`src/rtl/io_ctrl_pkg.sv`:
```
// rtl/io_ctrl_pkg.sv - shared instruction constants and receiver FSM encoding
// Purpose: constants common to the input-side instruction builders and the
//          interrupt receiver, plus the receiver state encoding.
// Ports:   none (package)
package io_ctrl_pkg;

  localparam logic [31:0] JUMP_KEY_INSTR  = 32'h0040_00EF;
  localparam logic [31:0] FRAME_RDY_INSTR = 32'h0080_00EF;

  typedef enum logic [1:0] {
    IDLE       = 2'd0,
    OFFER      = 2'd1,
    IN_SERVICE = 2'd2
  } irq_state_t;

endpackage

```
`src/rtl/irq_fifo.sv`:
```
// rtl/irq_fifo.sv - pending-interrupt FIFO
// Purpose: DEPTH-entry queue of 32-bit interrupt instructions.
// Ports:   proc_clk, reset_n   clock / async active-low reset
//          push, push_data     write request (ignored when full unless popping)
//          pop                 remove head entry
//          head                current head entry
//          count, full, empty  occupancy
module irq_fifo #(
  parameter int DEPTH = 4,
  parameter int CW    = 3
) (
  input  logic          proc_clk,
  input  logic          reset_n,
  input  logic          push,
  input  logic [31:0]   push_data,
  input  logic          pop,
  output logic [31:0]   head,
  output logic [CW-1:0] count,
  output logic          full,
  output logic          empty
);

  localparam int AW = CW - 1;

  logic [31:0]   mem [DEPTH];
  logic [CW-1:0] wr_ptr;
  logic [CW-1:0] rd_ptr;
  logic          do_push;
  logic          do_pop;

  // A pop on the same edge frees the slot, so a full queue still takes the push.
  assign do_push = push && (!full || pop);
  assign do_pop  = pop && !empty;

  // Pointers carry one extra bit so full and empty are distinguishable;
  // the low AW bits index storage, i.e. wrap modulo DEPTH.
  always_ff @(posedge proc_clk or negedge reset_n) begin
    if (!reset_n) begin
      wr_ptr <= '0;
      rd_ptr <= '0;
    end else begin
      if (do_push) wr_ptr <= wr_ptr + 1'b1;
      if (do_pop)  rd_ptr <= rd_ptr + 1'b1;
    end
  end

  always_ff @(posedge proc_clk) begin
    if (do_push) mem[wr_ptr[AW-1:0]] <= push_data;
  end

  assign head  = mem[rd_ptr[AW-1:0]];
  assign count = wr_ptr - rd_ptr;
  assign full  = (count == CW'(DEPTH));
  assign empty = (count == '0);

endmodule

```
`src/rtl/interrupt_receiver.sv`:
```
// rtl/interrupt_receiver.sv - queues interrupt instructions and injects them into fetch
// Purpose: captures one-cycle interrupt events, queues them, offers the head to
//          the CPU fetch stage and blocks further injection until the handler
//          returns. Optional macro FRAME_COALESCE_EN keeps at most one queued
//          frame-ready event.
// Ports:   proc_clk, reset_n   clock / async active-low reset
//          irq_instr           event instruction, nonzero for one cycle
//          inject_ready        fetch accepts the offered instruction
//          isr_done            handler-return pulse
//          inject_valid        instruction offered to fetch
//          inject_instr        offered instruction, zero when not valid
//          in_service          handler executing
//          pending_count       queued entries
//          overflow            sticky: an event was dropped on a full queue
import io_ctrl_pkg::*;

module interrupt_receiver #(
  parameter int DEPTH = 4,
  parameter int CW    = 3
) (
  input  logic          proc_clk,
  input  logic          reset_n,
  input  logic [31:0]   irq_instr,
  input  logic          inject_ready,
  input  logic          isr_done,
  output logic          inject_valid,
  output logic [31:0]   inject_instr,
  output logic          in_service,
  output logic [CW-1:0] pending_count,
  output logic          overflow
);

  irq_state_t    state;
  irq_state_t    state_next;
  logic          push;
  logic          pop;
  logic [31:0]   head;
  logic          full;
  logic          empty;

`ifdef FRAME_COALESCE_EN
  logic frame_pending;
  logic is_frame;
  logic pop_frame;
  logic coalesce_drop;

  assign is_frame  = (irq_instr == FRAME_RDY_INSTR);
  assign pop_frame = pop && (head == FRAME_RDY_INSTR);
  // A queued frame event leaving on this same edge no longer counts as pending.
  assign coalesce_drop = is_frame && frame_pending && !pop_frame;
  assign push = (irq_instr != '0) && !coalesce_drop;

  always_ff @(posedge proc_clk or negedge reset_n) begin
    if (!reset_n) begin
      frame_pending <= 1'b0;
    end else begin
      frame_pending <= (frame_pending && !pop_frame) ||
                       (push && is_frame && (!full || pop));
    end
  end
`else
  assign push = (irq_instr != '0);
`endif

  irq_fifo #(
    .DEPTH (DEPTH),
    .CW    (CW)
  ) u_fifo (
    .proc_clk  (proc_clk),
    .reset_n   (reset_n),
    .push      (push),
    .push_data (irq_instr),
    .pop       (pop),
    .head      (head),
    .count     (pending_count),
    .full      (full),
    .empty     (empty)
  );

  always_ff @(posedge proc_clk or negedge reset_n) begin
    if (!reset_n) begin
      state    <= IDLE;
      overflow <= 1'b0;
    end else begin
      state <= state_next;
      if (push && full && !pop) overflow <= 1'b1;
    end
  end

  // isr_done only matters in IN_SERVICE, so a new injection never nests.
  always_comb begin
    state_next = state;
    pop        = 1'b0;
    case (state)
      IDLE:       if (!empty) state_next = OFFER;
      OFFER: begin
        if (inject_ready) begin
          pop        = 1'b1;
          state_next = IN_SERVICE;
        end
      end
      IN_SERVICE: if (isr_done) state_next = IDLE;
      default:    state_next = IDLE;
    endcase
  end

  assign inject_valid = (state == OFFER);
  assign inject_instr = (state == OFFER) ? head : 32'b0;
  assign in_service   = (state == IN_SERVICE);

endmodule

```
`config.mk`:
```
export PLATFORM = sky130hd
export DESIGN_NAME = interrupt_receiver
export DESIGN_NICKNAME = d
export VERILOG_FILES = /design/src/rtl/io_ctrl_pkg.sv /design/src/rtl/irq_fifo.sv /design/src/rtl/interrupt_receiver.sv
export SDC_FILE = /design/constraint.sdc
export NUM_CORES = 1
export LEC_CHECK = 0
export CAP_MARGIN = 5
export CORE_ASPECT_RATIO = 0.8
export CORE_UTILIZATION = 54
export CTS_BUF_LIST = sky130_fd_sc_hd__clkbuf_16
export CTS_CLUSTER_SIZE = 25
export DETAILED_ROUTE_END_ITERATION = 10
export PLACE_DENSITY = 0.83
export SLEW_MARGIN = 0
export SYNTH_ARGS = -nofsm -noshare
export SYNTH_HDL_FRONTEND = slang
export SYNTH_HIERARCHICAL = 1
export SYNTH_SLANG_ARGS = --single-unit
```
`constraint.sdc`:
```
create_clock -name proc_clk -period 3.9 [get_ports proc_clk]
set_clock_uncertainty 0.05 [all_clocks]
set_input_delay 1.17 -clock proc_clk [delete_from_list [all_inputs] [get_ports proc_clk]]
set_output_delay 1.17 -clock proc_clk [all_outputs]
set_load 0.02 [all_outputs]
```
==> results by group <==
Placed design
  – IO buf count: 73
  – GP Congestion: 0.796
  – Final HPWL DP: 6.21 mm
  – Worst slack at placement: 0.278 ns
  – Area after DPL: 6490 um^2

Power and ir drop
  – Cell Pwr Density: 1000 nW/um^2
  – Overall Power: 7.11 mW
  – IR drop worst, VDD: 0.000536 V
  – Lkg Pwr: 2.43 nW

Min path
  – Hold path cells: 1
  – Hold path endpoint: state[0]
  – Hold Path Class: flop to flop
  – Hold wc startpoint: state[1]

Global routing
  – Initial antenna violation count: 0
  – Tot GR Track Use: 0.227
  – Global-route wire length before repair: 16.6 mm
  – Congestion Overflow GR: 0
  – Largest net degree at the start of global routing: 35
  – Number of global-route vias before repair: 3,011

Critical path
  – Crit path max-delay cell type: clkdlybuf4s50_1
  – CP peak stage delay: 0.64 ns
  – Worst Path Max Fanout: 6
  – Critical Path RT: 2.68 ns
  – Startpoint types: flop
  – R2R Path End: u_fifo/mem[0][23]
  – WP data arrival: 2.59 ns
  – Register-to-register setup slack: 1.31 ns
  – Crit path capture type: output pin
  – Reg-to-Reg Start: u_fifo/wr_ptr[0]
  – R2R depth: 7
  – Cell Chain, Critical Path: inv_1 -> ha_1 -> fa_1 -> xor3_2 -> clkdlybuf4s50_1
  – Worst setup path class: flop to output pin

Synth
  – Syn Area/Cell: 20.4 um^2
  – Mapped Area: 5490 um^2
  – Post-Synthesis Cells: 269
  – Register area share after synthesis: 0.741
  – Number of synthesis warnings: 6
  – Syn nets: 312
  – Synthesized flop and latch total: 137
  – Distinct cells, synth: 30

STA
  – Maximum clock rate: 0.263 GHz
  – Final Setup Violations: 0
  – RSZ-0062 raised after global routing: no
  – Max-slew violations: 0
  – Final WS setup: 0.0934 ns
  – Fin crit share: 0.976
  – Slew at the pin closest to its max-slew limit: 0.508 ns
  – Setup tns final: 0 ns
  – Final hold viol count: 0
  – Relative slew slack: 0.658
  – Crit path time final: 3.81 ns

Clocking
  – Num CTS Buffers: 17
  – Root Buffer: clkbuf_16
  – Clock slew at reported path FFs: 0.06 ns
  – Clk sink count: 137
  – TritonCTS clock tree: built
  – CTS Hold Bufs: 0
  – Post-CTS Setup Repair Bufs: 0
  – Post_cts resized: 0
  – Max clock buf depth: 2
  – H-tree depth: 4
  – Skew-Pair Late Insertion Delay: 0.41 ns

Job
  – Maxcap violations: 0

Finish
  – Most frequent cells in the layout: 128 x edfxtp_1, 73 x clkdlybuf4s50_1, 35 x and2_1, 32 x mux4_2, 17 x clkbuf_16
  – Area Growth Syn to Fin: 29.3%
  – Ant diodes: 0
  – Fin area: 7100 um^2
  – Fin nets: 404
  – Share of cells above drive strength 1: 0.217
  – Most common cell after layout, fill and taps aside: edfxtp_1
  – Filler cells: 610

Detailed routing
  – Via/cell ratio: 5.63
  – Routed Antenna Nets: 0
  – Routed WL: 10.5 mm
  – Starting DRT DRC Count: 196
  – Vias post-DR: 2,865
  – Wire length per cell: 20.7 um
  – 1st-pass router iterations: 4
  – DRC viols: 0

Floorplanning
  – Die area: 10,600 um^2
  – IO Pins: 74
  – Initial Utilization: 0.562
  – Core area: 9770 um^2
  – Rows: 32
  – Die X: 115 um
  – Die Y: 92.2 um

Run status
  – Status: finished, final reports clean
==> routing by layer <==
metal | vias up | part of all wire | track usage
li1 | 1263 | - | -
met1 | 1484 | 0.43 | 0.304
met2 | 107 | 0.50 | 0.355
met3 | 11 | 0.065 | 0.0767
met4 | 0 | 0.010 | 0.0714
met5 | - | 0 | 0
==> registers in the layout (all words and copies together), names as in the netlist <==
name and cells:
u_fifo/mem 128, u_fifo/rd_ptr 3, u_fifo/wr_ptr 3, state 2
overflow 1
==> power by group <==
group	total, mW	switching, mW	internal [mW]	leakage, nW
combinational	2.92	1.54	1.39	0.847
sequential	2.55	0.183	2.37	1.30
clock	1.63	0.578	1.06	0.283
==> stage by stage <==
| step | utilization | cells | hold WS [ns] |
|---|---|---|---|
| finish | 0.726 | 509 | 0.446 |
| global route | 0.726 | 509 | 0.471 |
| CTS | 0.726 | 509 | 0.449 |
| detailed placement | 0.664 | 478 | 0.427 |
| global placement | 0.664 | 478 | 0.412 |
| floorplan | - | 269 | 0.378 |
==> worst max-delay path by stage <==
stage	from	endpoint	slack (ns)	depth (start not counted)
2_1_floorplan	inject_ready	u_fifo/mem[3][0]	0.23	4
3_3_place_gp	irq_instr[6]	u_fifo/mem[0][11]	0.33	8
3_5_place_dp	irq_instr[6]	u_fifo/mem[0][11]	0.28	8
4_1_cts	u_fifo/wr_ptr[0]	pending_count[2]	0.06	5
5_1_grt	u_fifo/wr_ptr[0]	pending_count[2]	0.01	5
6_report	u_fifo/wr_ptr[0]	pending_count[2]	0.09	5
==> Yosys cell counts <==
library cell	number	area, um^2
o21ai_0	1	5.00
nor4_1	7	43.8
a21boi_4	1	18.8
o311ai_0	2	17.5
nand2_1	6	22.5
inv_1	6	22.5
or2_1	1	6.26
and3_2	1	7.51
nand2b_1	1	6.26
ha_1	6	75.1
nor4_2	1	12.5
and3b_1	1	8.76
nor2_1	2	7.51
edfxtp_1	128	3840
o21ai_2	1	8.76
a21oi_1	1	5.00
and2_1	35	219
or3_1	1	6.26
mux4_2	32	721
a31o_1	1	8.76
a211oi_1	1	7.51
mux2_4	2	30.0
dfrtp_1	9	225
nor2b_1	2	12.5
buf_2	5	25.0
xnor2_1	4	35.0
xor3_2	1	25.0
nand4_1	3	18.8
clkbuf_1	6	22.5
fa_1	1	20.0
==> critical path, delay by kind of cell (launching register included) <==
family                     cells  cell delay (ns)
xor gates and xnor gates       1             0.38
buffers and inverters          2             0.75
adders and majority gates      2             0.67
DFF                            1             0.37
==> cell type report <==
class	instances	area [um^2]	share of cell area
clock buffer	17	425	0.0599
clock inverter	14	183	0.0257
inverter	6	22.5	0.00317
multi-input combinational	115	1360	0.192
sequential	137	4070	0.574
tap	136	170	0.0240
timing repair buffer	84	863	0.122
==> cells by family after synthesis <==
group | Yosys count | synth area share
AO/OA/AOI/OAI | 8 | 0.0130
XOR/XNOR | 5 | 0.0109
adder cells (fa/ha/maj) | 7 | 0.0173
buffers and inverters | 17 | 0.0128
flip-flops | 137 | 0.741
multiplexers | 34 | 0.137
AND/OR/NAND/NOR | 61 | 0.0677
Note: power is estimated with default switching activity, not from simulation.
